===== config.mk =====
export PLATFORM = sky130hd
export DESIGN_NAME = arith_calc_module_flat
export DESIGN_NICKNAME = d
export VERILOG_FILES = /design/src/rtl/arith_calc_module_pkg.sv /design/src/rtl/arith_calc_module_if.sv /design/src/rtl/arith_calc_module_fmt.sv /design/src/rtl/arith_calc_module.sv /design/src/flat_wrapper.sv
export SDC_FILE = /design/constraint.sdc
export NUM_CORES = 1
export LEC_CHECK = 0
export CAP_MARGIN = 20
export CELL_PAD_IN_SITES_DETAIL_PLACEMENT = 0
export CELL_PAD_IN_SITES_GLOBAL_PLACEMENT = 2
export CORE_ASPECT_RATIO = 1.25
export CORE_UTILIZATION = 29
export CTS_BUF_LIST = sky130_fd_sc_hd__clkbuf_4 sky130_fd_sc_hd__clkbuf_8
export CTS_CLUSTER_DIAMETER = 150
export DETAILED_ROUTE_END_ITERATION = 10
export PLACE_DENSITY = 0.89
export SYNTH_ARGS = -nofsm -noshare
export SYNTH_HDL_FRONTEND = slang
export SYNTH_HIERARCHICAL = 1
export SYNTH_SLANG_ARGS = --single-unit

===== constraint.sdc =====
create_clock -name Clk -period 5.1 [get_ports Clk]
set_clock_uncertainty 0.05 [all_clocks]
set_input_delay 1.02 -clock Clk [delete_from_list [all_inputs] [get_ports Clk]]
set_output_delay 1.02 -clock Clk [all_outputs]
set_load 0.005 [all_outputs]

===== src/rtl/arith_calc_module_pkg.sv =====
// Shared definitions for the two-operand calculator: op codes, one-hot
// FSM encoding, fixed LCD line texts and the nibble-to-ASCII helper.
package calc_pkg;

    typedef enum logic [1:0] {
        OP_ADD = 2'b00,
        OP_SUB = 2'b01,
        OP_AND = 2'b10,
        OP_XOR = 2'b11
    } op_e;

    localparam logic [4:0] S_START     = 5'b00001;
    localparam logic [4:0] S_LOAD_A    = 5'b00010;
    localparam logic [4:0] S_LOAD_B    = 5'b00100;
    localparam logic [4:0] S_CALCULATE = 5'b01000;
    localparam logic [4:0] S_DONE      = 5'b10000;

    typedef enum logic [4:0] {
        ST_START     = S_START,
        ST_LOAD_A    = S_LOAD_A,
        ST_LOAD_B    = S_LOAD_B,
        ST_CALCULATE = S_CALCULATE,
        ST_DONE      = S_DONE
    } state_e;

    // 16-character LCD lines
    localparam logic [127:0] TXT_NAME_ADD = "Addition        ";
    localparam logic [127:0] TXT_NAME_SUB = "Subtraction     ";
    localparam logic [127:0] TXT_NAME_AND = "Bitwise AND     ";
    localparam logic [127:0] TXT_NAME_XOR = "Bitwise XOR     ";
    localparam logic [127:0] TXT_PRESS    = "Press Btnc      ";
    localparam logic [127:0] TXT_INPUT1   = "Input 1st #     ";
    localparam logic [127:0] TXT_INPUT2   = "Input 2nd #     ";
    localparam logic [127:0] TXT_THEN     = "Then Press Btnc ";
    localparam logic [127:0] TXT_RES_ADD  = "The Sum is:     ";
    localparam logic [127:0] TXT_RES_SUB  = "The Diff is:    ";
    localparam logic [127:0] TXT_RES_AND  = "The AND is:     ";
    localparam logic [127:0] TXT_RES_XOR  = "The XOR is:     ";

    // Uppercase ASCII hex digit for one nibble
    function automatic logic [7:0] hex2ascii(input logic [3:0] nib);
        if (nib < 4'd10) begin
            return 8'h30 + {4'h0, nib};
        end
        return 8'h37 + {4'h0, nib};
    endfunction

    function automatic logic [127:0] start_line(input op_e op);
        case (op)
            OP_ADD:  return TXT_NAME_ADD;
            OP_SUB:  return TXT_NAME_SUB;
            OP_AND:  return TXT_NAME_AND;
            default: return TXT_NAME_XOR;
        endcase
    endfunction

    function automatic logic [127:0] done_line(input op_e op);
        case (op)
            OP_ADD:  return TXT_RES_ADD;
            OP_SUB:  return TXT_RES_SUB;
            OP_AND:  return TXT_RES_AND;
            default: return TXT_RES_XOR;
        endcase
    endfunction

endpackage


===== src/rtl/arith_calc_module_if.sv =====
// Menu-side bundle of the calculator: user inputs in, result and LCD text out.
interface arith_calc_if #(
    parameter int WIDTH = 8
);
    logic             enable;
    logic             next;
    logic [1:0]       op;
    logic [WIDTH-1:0] data_in;
    logic [WIDTH-1:0] result;
    logic             flag;
    logic             done;
    logic [255:0]     textOut;

    modport master (
        output enable, next, op, data_in,
        input  result, flag, done, textOut
    );

    modport slave (
        input  enable, next, op, data_in,
        output result, flag, done, textOut
    );
endinterface


===== src/rtl/arith_calc_module_fmt.sv =====
// Combinational WIDTH-bit value to ASCII hex string, most significant digit
// in the highest byte so it appears first on the LCD.
module hex_ascii_fmt
    import calc_pkg::*;
#(
    parameter int WIDTH = 8
) (
    input  logic [WIDTH-1:0]         mag_i,
    output logic [(WIDTH/4)*8-1:0]   str_o
);

    // One ASCII character per nibble
    always_comb begin
        str_o = '0;
        for (int k = 0; k < WIDTH/4; k++) begin
            str_o[k*8 +: 8] = hex2ascii(mag_i[k*4 +: 4]);
        end
    end

endmodule


===== src/rtl/arith_calc_module.sv =====
// Two-operand calculator: loads A and B from the switches on successive
// button presses, applies ADD/SUB/AND/XOR and presents the result on a
// 32-character LCD string.
module arith_calc_module
    import calc_pkg::*;
#(
    parameter int WIDTH = 8
) (
    input  logic        Clk,
    input  logic        reset_n,
    arith_calc_if.slave bus
);

    localparam int NDIG = WIDTH / 4;
    localparam int NPAD = 14 - NDIG;   // sign + digits + carry char + pad = 16

    state_e             state_q, state_d;
    op_e                op_q, op_d;
    logic               next_q;
    logic [WIDTH-1:0]   a_q, a_d;
    logic [WIDTH-1:0]   b_q, b_d;
    logic [WIDTH-1:0]   result_q, result_d;
    logic               flag_q, flag_d;
    logic [255:0]       text_q, text_d;

    logic               nxt;
    op_e                op_live;
    logic [WIDTH:0]     sum_w;
    logic               a_lt_b;
    logic               neg_show;
    logic [WIDTH-1:0]   mag;
    logic [NDIG*8-1:0]  hex_str;
    logic [7:0]         sign_chr;
    logic [7:0]         carry_chr;

    // Only the rising edge of the debounced button counts as an event
    assign nxt     = bus.next & ~next_q;
    assign op_live = op_e'(bus.op);
    assign sum_w   = {1'b0, a_q} + {1'b0, b_q};
    assign a_lt_b  = (a_q < b_q);

    // FSM next state and operand/result datapath
    always_comb begin
        state_d  = state_q;
        op_d     = op_q;
        a_d      = a_q;
        b_d      = b_q;
        result_d = result_q;
        flag_d   = flag_q;
        if ((state_q != ST_START) && !bus.enable) begin
            state_d = ST_START;
        end else begin
            case (state_q)
                ST_START: begin
                    if (nxt && bus.enable) begin
                        op_d    = op_live;
                        a_d     = '0;
                        b_d     = '0;
                        state_d = ST_LOAD_A;
                    end
                end
                ST_LOAD_A: begin
                    if (nxt) begin
                        a_d     = bus.data_in;
                        state_d = ST_LOAD_B;
                    end
                end
                ST_LOAD_B: begin
                    if (nxt) begin
                        b_d     = bus.data_in;
                        state_d = ST_CALCULATE;
                    end
                end
                ST_CALCULATE: begin
                    case (op_q)
                        OP_ADD: begin
                            result_d = sum_w[WIDTH-1:0];
                            flag_d   = sum_w[WIDTH];
                        end
                        OP_SUB: begin
                            result_d = a_q - b_q;
                            flag_d   = a_lt_b;
                        end
                        OP_AND: begin
                            result_d = a_q & b_q;
                            flag_d   = 1'b0;
                        end
                        default: begin
                            result_d = a_q ^ b_q;
                            flag_d   = 1'b0;
                        end
                    endcase
                    state_d = ST_DONE;
                end
                ST_DONE: begin
                    if (nxt) begin
                        state_d = ST_START;
                    end
                end
                default: state_d = ST_START;
            endcase
        end
    end

    // A negative difference is shown as '-' plus magnitude; the port keeps A-B
    assign neg_show  = (op_q == OP_SUB) && a_lt_b;
    assign mag       = neg_show ? (b_q - a_q) : result_d;
    assign sign_chr  = neg_show ? 8'h2D : 8'h20;
    assign carry_chr = ((op_q == OP_ADD) && flag_d) ? 8'h43 : 8'h20;

    hex_ascii_fmt #(.WIDTH(WIDTH)) u_fmt (
        .mag_i (mag),
        .str_o (hex_str)
    );

    // Text follows the state being entered so the LCD never lags the FSM
    always_comb begin
        text_d = text_q;
        case (state_d)
            ST_START:  text_d = {start_line(op_live), TXT_PRESS};
            ST_LOAD_A: text_d = {TXT_INPUT1, TXT_THEN};
            ST_LOAD_B: text_d = {TXT_INPUT2, TXT_THEN};
            ST_DONE:   text_d = {done_line(op_q), sign_chr, hex_str, carry_chr, {NPAD{8'h20}}};
            default:   text_d = text_q;
        endcase
    end

    // State, operands, result and LCD text registers
    always_ff @(posedge Clk or negedge reset_n) begin
        if (!reset_n) begin
            state_q  <= ST_START;
            op_q     <= OP_ADD;
            next_q   <= 1'b0;
            a_q      <= '0;
            b_q      <= '0;
            result_q <= '0;
            flag_q   <= 1'b0;
            text_q   <= {TXT_NAME_ADD, TXT_PRESS};
        end else begin
            state_q  <= state_d;
            op_q     <= op_d;
            next_q   <= bus.next;
            a_q      <= a_d;
            b_q      <= b_d;
            result_q <= result_d;
            flag_q   <= flag_d;
            text_q   <= text_d;
        end
    end

    assign bus.result  = result_q;
    assign bus.flag    = flag_q;
    assign bus.done    = (state_q == ST_DONE);
    assign bus.textOut = text_q;

endmodule


===== src/flat_wrapper.sv =====
// flat-port wrapper written by rule: the top's interface ports become plain ports
module arith_calc_module_flat import calc_pkg::*;
#(
    parameter int WIDTH = 8
)
  (Clk, reset_n, bus_enable, bus_next, bus_op, bus_data_in, bus_result, bus_flag, bus_done, bus_textOut);
  arith_calc_if #(.WIDTH(WIDTH)) bus_i ();
  input  logic Clk;
  input  logic reset_n;
  input wire logic [$bits(bus_i.enable)-1:0] bus_enable;
  input wire logic [$bits(bus_i.next)-1:0] bus_next;
  input wire logic [$bits(bus_i.op)-1:0] bus_op;
  input wire logic [$bits(bus_i.data_in)-1:0] bus_data_in;
  output wire logic [$bits(bus_i.result)-1:0] bus_result;
  output wire logic [$bits(bus_i.flag)-1:0] bus_flag;
  output wire logic [$bits(bus_i.done)-1:0] bus_done;
  output wire logic [$bits(bus_i.textOut)-1:0] bus_textOut;
  assign bus_i.enable = bus_enable;
  assign bus_i.next = bus_next;
  assign bus_i.op = bus_op;
  assign bus_i.data_in = bus_data_in;
  assign bus_result = bus_i.result;
  assign bus_flag = bus_i.flag;
  assign bus_done = bus_i.done;
  assign bus_textOut = bus_i.textOut;
  arith_calc_module #(.WIDTH(WIDTH)) u_core (.Clk(Clk), .reset_n(reset_n), .bus(bus_i));
endmodule

==> summary.txt, run 1 <==
I/O pin total: 280
most frequent cells in the layout: 158 x clkdlybuf4s50_1, 122 x conb_1, 75 x dfrtp_1
CP Cell Sequence: inv_1 > ha_1 > o211ai_1 > o21ai_0 > a31o_2 > nand2_1 > o21ai_0 > o21ai_2 > xnor2_1 > o22a_1
TritonCTS Sinks: 107
RR Startpoint: u_core/a_q[3]$_DFFE_PN0P_
Critical Path Sink: u_core/bus.textOut[104]$_DFFE_PN1P_
detailed-route wire length per cell: 15.57 um
met3 WL: 1.185 mm
Critical Path End Type: register
Post-synth EDFFs: 0
clock slew at reported path FFs: 0.11 ns
crit-path max FO: 18
DRT antenna net count: 0
Worst R2R Path Depth: 10
synth unique cells: 78
worst hold path type: reg2reg
met2 routed WL: 9.442 mm
Buf/Inv on CP: 1
Ant. Diodes: 0
Inst Count DP: 1202
CTS tree: done
Final setup viols: 0
sequential area share after synthesis: 36.46%
initial antenna violation count: 0
Synth area leader: dfrtp_1
Synth Flop Type: dfrtp_1
Synth Cell Area: 7455 um^2
CTS Buffer Depth: 2
Crit path required time: 5.37 ns
endpoints failing hold: 0
top layer used by detailed routing: met4
via count: 5487
Crit path largest cell delay: 0.69 ns
post-synth top area share: 25.18%
grt ovf: 0
# DRC: 0
overall power: 2.589 mW
die area: 26360 um^2
CTS resizes: 0
Slew @ Worst Pin: 0.9154 ns
drt first-iter violations: 306
CTS Hold Bufs: 0
RSZ-0062 raised after global routing: no
Synth warnings: 6
Via-to-Cell Ratio: 4.505
Max H-tree Level: 3
Peak Freq: 271.2 MHz
CP top delay family: compound AO/OA/AOI/OAI gates
synthesized flop and latch total: 107
fin cells: 1218
largest net degree at the start of global routing: 70
CTS buffer count: 9
PwrDens: 301.7 nW/um^2
Post-synth ARST share: 100.0%
Rel. slew slack: 38.98%
Total Neg Setup Slack: 0 ns
CP Class: reg2reg
minimum clock period: 3.687 ns
worst-skew pair later-pin latency: 0.39 ns
Worst R2R Setup Slack: 1.41 ns
Tcrit/Tclk final: 72.29%
Final Max Slew Viols: 0
most common library cell in the layout ignoring fill and taps: clkdlybuf4s50_1
synthesized instance count: 802
TritonRoute pass-1 iters: 4
gpl congestion: 0.8092
IO buf count: 159
Post-CTS Setup Bufs: 0
die width: 145.4 um
Avg Cell Area, Syn: 9.295 um^2
root buffer selected by CTS: clkbuf_8
worst r2r dst: u_core/bus.textOut[104]$_DFFE_PN1P_
area delta synth->final: 15.14%
Crit path depth: 10
crit path DAT: 3.96 ns
Crit. Startpoint: u_core/a_q[3]$_DFFE_PN0P_
gr usage total: 14.34%
dpl hpwl: 14.31 mm
cell row count: 65
Worst VDD drop: 0.1283 mV
status: completed
Final Core Density: 34.04%
first-pass GRT wire length: 29.37 mm
synth top area cells: dfrtp_1 25%, buf_4 19%, dfstp_2 11%, ha_1 6.2%, nand2_1 3.7%
slowest CP cell: o21ai_0
MaxCap Viol Count: 0
number of global-route vias before repair: 4956
hold_ws: 0.4154 ns
initial core utilization: 29.57%
final WL: 18.96 mm
share of cells above drive strength 1: 9.400%
core area: 25210 um^2
die height: 181.3 um
CP startpoint kind: register
NumNets Final: 932
Leak: 3.785 nW
M1 wire length: 7.934 mm
Crit path top cell by count: o21ai_0
==> worst min-delay path by stage <==
stage / end / slack (ns) / from / depth (start not counted)
floorplan: u_core/bus.textOut[224]$_DFFE_PN1P_ / 0.39 / u_core/bus.textOut[224]$_DFFE_PN1P_ / 2
global placement: u_core/bus.textOut[227]$_DFFE_PN1P_ / 0.40 / u_core/bus.textOut[227]$_DFFE_PN1P_ / 2
detailed placement: u_core/bus.textOut[227]$_DFFE_PN1P_ / 0.40 / u_core/bus.textOut[227]$_DFFE_PN1P_ / 2
CTS: u_core/bus.textOut[227]$_DFFE_PN1P_ / 0.42 / u_core/bus.textOut[227]$_DFFE_PN1P_ / 2
global route: u_core/bus.textOut[227]$_DFFE_PN1P_ / 0.43 / u_core/bus.textOut[227]$_DFFE_PN1P_ / 2
finish: u_core/bus.textOut[227]$_DFFE_PN1P_ / 0.42 / u_core/bus.textOut[227]$_DFFE_PN1P_ / 2
==> worst reg2reg max path, stage by stage, from the launching register on <==
cell      delay, ns
dfrtp_1        0.42
inv_1          0.06
ha_1           0.65
o211ai_1       0.17
o21ai_0        0.54
a31o_2         0.40
nand2_1        0.17
o21ai_0        0.69
o21ai_2        0.15
xnor2_1        0.16
o22a_1         0.16
==> cell type report <==
type	instances	area, um^2
inverter	32	120.1
timing repair buffer	166	1642
clock inverter	6	50.05
fill	2633	16630
clock buffer	10	131.4
tap	335	419.2
multi-input combinational	562	3503
sequential	107	2718
==> cell usage after synthesis, types with 5 or more instances <==
| cell type | count |
|---|---|
| ha_1 | 37 |
| nand3_1 | 12 |
| nor2_1 | 50 |
| clkbuf_1 | 13 |
| dfrtp_1 | 75 |
| a221o_1 | 5 |
| o21bai_1 | 9 |
| xnor2_1 | 8 |
| o21ai_0 | 29 |
| buf_4 | 186 |
| o21a_1 | 5 |
| o22a_1 | 16 |
| dfstp_2 | 32 |
| a22o_1 | 25 |
| nand2b_1 | 9 |
| xor2_1 | 5 |
| o22ai_1 | 5 |
| inv_1 | 30 |
| a211oi_1 | 8 |
| nor2b_1 | 10 |
| nand2_1 | 74 |
| buf_2 | 17 |
| a21o_1 | 7 |
| a21oi_1 | 40 |
==> metal layers <==
metal / track usage (%) / vias to the layer above
li1: - / 2604
met1: 17.38 / 2621
met2: 25.19 / 241
met3: 3.056 / 21
met4: 4.505 / 0
met5: 0 / -
==> stage by stage <==
| stage | area, um^2 | setup WS, ns |
|---|---|---|
| floorplan | 7901 | 2.010 |
| finish | 8583 | 1.413 |
| detailed placement | 8402 | 1.155 |
| CTS | 8583 | 1.395 |
| global route | 8583 | 1.088 |
| global placement | 8402 | 1.177 |
==> cells by family after synthesis <==
logic type,after synthesis,share of synthesized area (%)
adders and majority gates,40,7.016
AOI/OAI and AO/OA,197,19.72
other,3,0.1510
DFF,107,36.46
xor gates and xnor gates,13,1.527
buffers and inverters,252,22.54
muxes,7,0.9903
and+or+nand+nor,183,11.60
==> flip-flops by register name (all words and copies together) (netlist names) <==
| name | count |
|---|---|
| u_core/bus.result | 8 |
| u_core/bus.textOut | 74 |
| u_core/bus.flag | 1 |
| u_core/next_q | 1 |
| u_core/b_q | 8 |
| u_core/op_q | 2 |
| u_core/state_q | 5 |
| u_core/a_q | 8 |
==> power by group <==
group	total (mW)	switching [mW]	internal, mW
Combinational	1.00	0.499	0.504
Clock	0.500	0.311	0.190
Sequential	1.09	0.102	0.983
Total	2.59	0.912	1.68
No activity file was read; power rests on OpenSTA's default activity.
==> run 2, diff against run 1 <==
--- a/config.mk
+++ b/config.mk
@@ -9,11 +9,11 @@
 export CELL_PAD_IN_SITES_DETAIL_PLACEMENT = 0
 export CELL_PAD_IN_SITES_GLOBAL_PLACEMENT = 2
 export CORE_ASPECT_RATIO = 1.25
-export CORE_UTILIZATION = 29
+export CORE_UTILIZATION = 24
 export CTS_BUF_LIST = sky130_fd_sc_hd__clkbuf_4 sky130_fd_sc_hd__clkbuf_8
 export CTS_CLUSTER_DIAMETER = 150
 export DETAILED_ROUTE_END_ITERATION = 10
-export PLACE_DENSITY = 0.89
+export PLACE_DENSITY = 0.79
 export SYNTH_ARGS = -nofsm -noshare
 export SYNTH_HDL_FRONTEND = slang
 export SYNTH_HIERARCHICAL = 1
==> constraint.sdc (replaced) <==
create_clock -name Clk -period 3.1 [get_ports Clk]
set_clock_uncertainty 0.05 [all_clocks]
set_input_delay 0.62 -clock Clk [delete_from_list [all_inputs] [get_ports Clk]]
set_output_delay 0.62 -clock Clk [all_outputs]
set_load 0.005 [all_outputs]
==> summary.txt, run 2 (synthesis results as in run 1) <==
grt ovf: 0 (unchanged)
Final Core Density: 30.83% (-3.2 points)
area delta synth->final: 25.28%
Via-to-Cell Ratio: 4.276 (-5.1%)
TritonCTS Sinks: 107 (unchanged)
largest net degree at the start of global routing: 42 (-40%)
cell row count: 71 (+9.2%)
Worst R2R Setup Slack: 0.07 ns (-1.34 ns)
Worst VDD drop: 0.2739 mV (+110%)
initial antenna violation count: 0 (unchanged)
die height: 199.0 um (+9.8%)
DRT antenna net count: 0 (unchanged)
I/O pin total: 280 (unchanged)
worst hold path type: in2async
CTS Hold Bufs: 0 (unchanged)
CTS tree: done
Ant. Diodes: 0 (unchanged)
most frequent cells in the layout: 158 x clkdlybuf4s50_1, 122 x conb_1, 74 x dfrtp_1
TritonRoute pass-1 iters: 4 (unchanged)
number of global-route vias before repair: 5491 (+11%)
Critical Path End Type: register
die area: 31770 um^2 (+21%)
minimum clock period: 3.025 ns (-0.6615 ns)
root buffer selected by CTS: clkbuf_8
die width: 159.6 um (+9.8%)
status: completed
Tcrit/Tclk final: 97.59% (+25 points)
Final Max Slew Viols: 0 (unchanged)
Max H-tree Level: 3 (unchanged)
Total Neg Setup Slack: 0 ns (unchanged)
share of cells above drive strength 1: 18.30% (+8.9 points)
Peak Freq: 330.5 MHz (+22%)
Crit path required time: 3.38 ns (-1.99 ns)
initial core utilization: 24.61% (-5.0 points)
detailed-route wire length per cell: 15.42 um (-0.94%)
Rel. slew slack: 48.44% (+9.5 points)
Setup Slack @ Placement: -0.02056 ns (-1.176 ns)
max reg flops: 74 (unchanged)
Leak: 4.161 nW (+9.9%)
crit path DAT: 3.30 ns (-0.66 ns)
worst-skew pair later-pin latency: 0.39 ns (about the same)
via count: 5781 (+5.4%)
Final setup viols: 0 (unchanged)
dpl hpwl: 16.14 mm (+13%)
endpoints failing hold: 0 (unchanged)
gr usage total: 12.93% (-1.4 points)
core area: 30290 um^2 (+20%)
CP startpoint kind: register
Slew @ Worst Pin: 0.7705 ns (-0.1448 ns)
crit-path max FO: 3 (-15)
CTS buffer count: 9 (unchanged)
drt first-iter violations: 293 (-4.2%)
most common library cell in the layout ignoring fill and taps: clkdlybuf4s50_1
RSZ-0062 raised after global routing: yes
# DRC: 0 (unchanged)
clock slew at reported path FFs: 0.12 ns (about the same)
first-pass GRT wire length: 31.78 mm (+8.2%)
Final WS setup: 0.07467 ns (-1.338 ns)
final WL: 20.85 mm (+10%)
gpl congestion: 0.8623 (+6.6%)
MaxCap Viol Count: 0 (unchanged)
CP Class: reg2reg
PwrDens: 481.4 nW/um^2 (+60%)
CTS Buffer Depth: 2 (unchanged)
IO buf count: 159 (unchanged)
NumNets Final: 1000 (+7.3%)
-- run 2: layout make-up --
cell class / instances / area (um^2)
Fill cell: 3166 / 20950
Sequential cell: 107 / 2719
Tap cell: 401 / 501.7
Inverter: 32 / 120.1
Timing Repair Buffer: 234 / 2181
Clock buffer: 9 / 123.9
Clock inverter: 7 / 57.56
Multi-Input combinational cell: 562 / 3636
-- run 2: power by group --
group	leakage (nW)	switching (mW)	internal [mW]	total (mW)
Sequential	1.33	0.160	1.62	1.78
Combinational	2.74	0.897	0.966	1.86
Clock	0.0964	0.549	0.307	0.856
-- run 2: what timing repair did --
item	in CTS	in global routing
pin swaps	1	13
gates resized for setup	1	29
setup buffers	0	6
endpoints found under the setup margin	5	12
-- run 2: stage by stage --
step,instance area [um^2],total power [mW],instances,hold WS (ns)
3_5_place_dp,8975,3.638,1330,0.3980
6_report,9339,4.496,1352,0.1750
4_1_cts,9156,4.514,1346,0.1728
2_1_floorplan,7901,2.877,921,0.2744
5_1_grt,9339,4.778,1352,0.2000
3_3_place_gp,8975,3.625,1330,0.3969
-- run 2: critical path, cell delays in order (launching register included) --
cell	delay, ns
dfrtp_1	0.39
inv_1	0.07
ha_2	0.18
inv_2	0.04
fa_2	0.35
buf_6	0.13
a21o_1	0.16
a21o_1	0.19
a21oi_2	0.12
nor2_1	0.05
a211oi_1	0.22
buf_4	0.17
o221ai_4	0.10
inv_2	0.08
ha_4	0.12
and2b_1	0.18
o21ai_1	0.14
o22ai_1	0.08
nor2_1	0.12
-- run 2: per-layer routing --
| layer | wire length (um) | GRT usage, % | share of wire (%) | up-vias |
|---|---|---|---|---|
| met5 | 0 | 0 | 0 | - |
| met4 | 590 | 5.057 | 2.8 | 0 |
| met3 | 949 | 1.751 | 4.6 | 31 |
| met2 | 10690 | 23.81 | 51 | 230 |
| met1 | 8620 | 15.08 | 41 | 2788 |
| li1 | - | - | - | 2732 |
-- run 2: path summary, 6_finish.rpt --
kind                                                     start                             endpoint  cells after the start
max                                  u_core/a_q[0]$_DFFE_PN0P_  u_core/bus.textOut[116]$_DFFE_PN1P_                     18
min                                                    reset_n  u_core/bus.textOut[168]$_DFFE_PN0P_                      1
max reg2reg                          u_core/a_q[0]$_DFFE_PN0P_  u_core/bus.textOut[116]$_DFFE_PN1P_                     18
min reg2reg                u_core/bus.textOut[224]$_DFFE_PN1P_  u_core/bus.textOut[224]$_DFFE_PN1P_                      2
max in group asynchronous                              reset_n  u_core/bus.textOut[110]$_DFFE_PN1P_                      2
min in group Clk           u_core/bus.textOut[224]$_DFFE_PN1P_  u_core/bus.textOut[224]$_DFFE_PN1P_                      2
==> edit (config.mk and constraints of run 2) <==
`WIDTH` is set to 8 in 4 places; all go to 6.
--- a/src/rtl/arith_calc_module_if.sv
+++ b/src/rtl/arith_calc_module_if.sv
@@ -1,6 +1,6 @@
 // Menu-side bundle of the calculator: user inputs in, result and LCD text out.
 interface arith_calc_if #(
-    parameter int WIDTH = 8
+    parameter int WIDTH = 6
 );
     logic             enable;
     logic             next;
--- a/src/rtl/arith_calc_module_fmt.sv
+++ b/src/rtl/arith_calc_module_fmt.sv
@@ -3,7 +3,7 @@
 module hex_ascii_fmt
     import calc_pkg::*;
 #(
-    parameter int WIDTH = 8
+    parameter int WIDTH = 6
 ) (
     input  logic [WIDTH-1:0]         mag_i,
     output logic [(WIDTH/4)*8-1:0]   str_o
--- a/src/rtl/arith_calc_module.sv
+++ b/src/rtl/arith_calc_module.sv
@@ -4,7 +4,7 @@
 module arith_calc_module
     import calc_pkg::*;
 #(
-    parameter int WIDTH = 8
+    parameter int WIDTH = 6
 ) (
     input  logic        Clk,
     input  logic        reset_n,
--- a/src/flat_wrapper.sv
+++ b/src/flat_wrapper.sv
@@ -1,7 +1,7 @@
 // flat-port wrapper written by rule: the top's interface ports become plain ports
 module arith_calc_module_flat import calc_pkg::*;
 #(
-    parameter int WIDTH = 8
+    parameter int WIDTH = 6
 )
   (Clk, reset_n, bus_enable, bus_next, bus_op, bus_data_in, bus_result, bus_flag, bus_done, bus_textOut);
   arith_calc_if #(.WIDTH(WIDTH)) bus_i ();
Interface: changed (resized bus_data_in and bus_result); port bits go from 280 to 276. No check against the original RTL was run, so the function may have changed too.
==> edit against run 2 <==
  * Utilization increased by 0.23 points
  * Die area decreased by 16%
  * Sequential cell count decreased by 14
  * Wire length decreased by 23%
  * Cell count decreased by 15%
  * Setup slack got worse by 0.013 ns
  * Area after synthesis decreased by 16%
  * Total power decreased by 8.7%
  * Design area decreased by 15%
==> edit: results (changes against run 2) <==
[status]
status = complete, no violations

[placed_design]
dp_hpwl_um = 12580  ; -22%
gp_congestion = 0.7889  ; -8.5%
place_area_sq_mm = 0.007627  ; -15%
dp_slack_ns = -0.3226  ; -0.3021 ns

[route]
route.met2.wl_um = 8237  ; -23%
wl_met1_um = 6683  ; -22%

[layout]
nClkBuffers = 11  ; +2
multi_input_area_sq_mm = 0.002735  ; -25%
inverters_excl_clock = 28  ; -13%
signal_buffers = 221  ; -5.6%
nFillCells = 2718  ; -14%
seq_share = 0.2988  ; +0.007651
bufAreaShareNonClock = 0.2602  ; +0.02665
clock_area_frac = 0.02833  ; +0.008901

[clock_tree]
clk-insertion-delay-late_ns = 0.37  ; -0.02 ns

[global_route]
track_usage = 0.1186  ; -0.01067
grtUsageMet1 = 0.1389  ; -0.01189
use_met2 = 0.2139  ; -0.02417

[power]
comb_power_share = 0.382  ; -0.032
ir_drop_mv = 0.1945  ; -29%
clock_power_uw = 932  ; +8.9%
p_leak_uw = 0.003667  ; -12%

[timing]
max-slew-margin-rel = 0.5676  ; +0.08314

[worst_setup_path]
critPathArrivalTime_ns = 3.25  ; -0.05 ns

edit: worst paths after layout:
kind | from | endpoint | slack [ns] | depth (start not counted)
hold / removal | u_core/bus.textOut[227] | u_core/bus.textOut[227] | 0.41 | 2
hold reg to reg | u_core/bus.textOut[227] | u_core/bus.textOut[227] | 0.41 | 2
min in group asynchronous | reset_n | u_core/bus.textOut[250] | 0.52 | 2
max in group asynchronous | reset_n | u_core/a_q[1] | 1.77 | 3
setup reg to reg | u_core/a_q[0] | u_core/bus.textOut[114] | 0.16 | 17
setup / recovery | bus_enable | u_core/bus.textOut[114] | 0.06 | 11
edit: timing repair:
item / 4_1_cts / 5_1_grt
endpoints found under the setup margin: 1 / 12
pin swaps: 0 / 2
endpoints found under the hold margin: 1 / 0
hold buffers: 1 / 0
gates resized for setup: 1 / 11
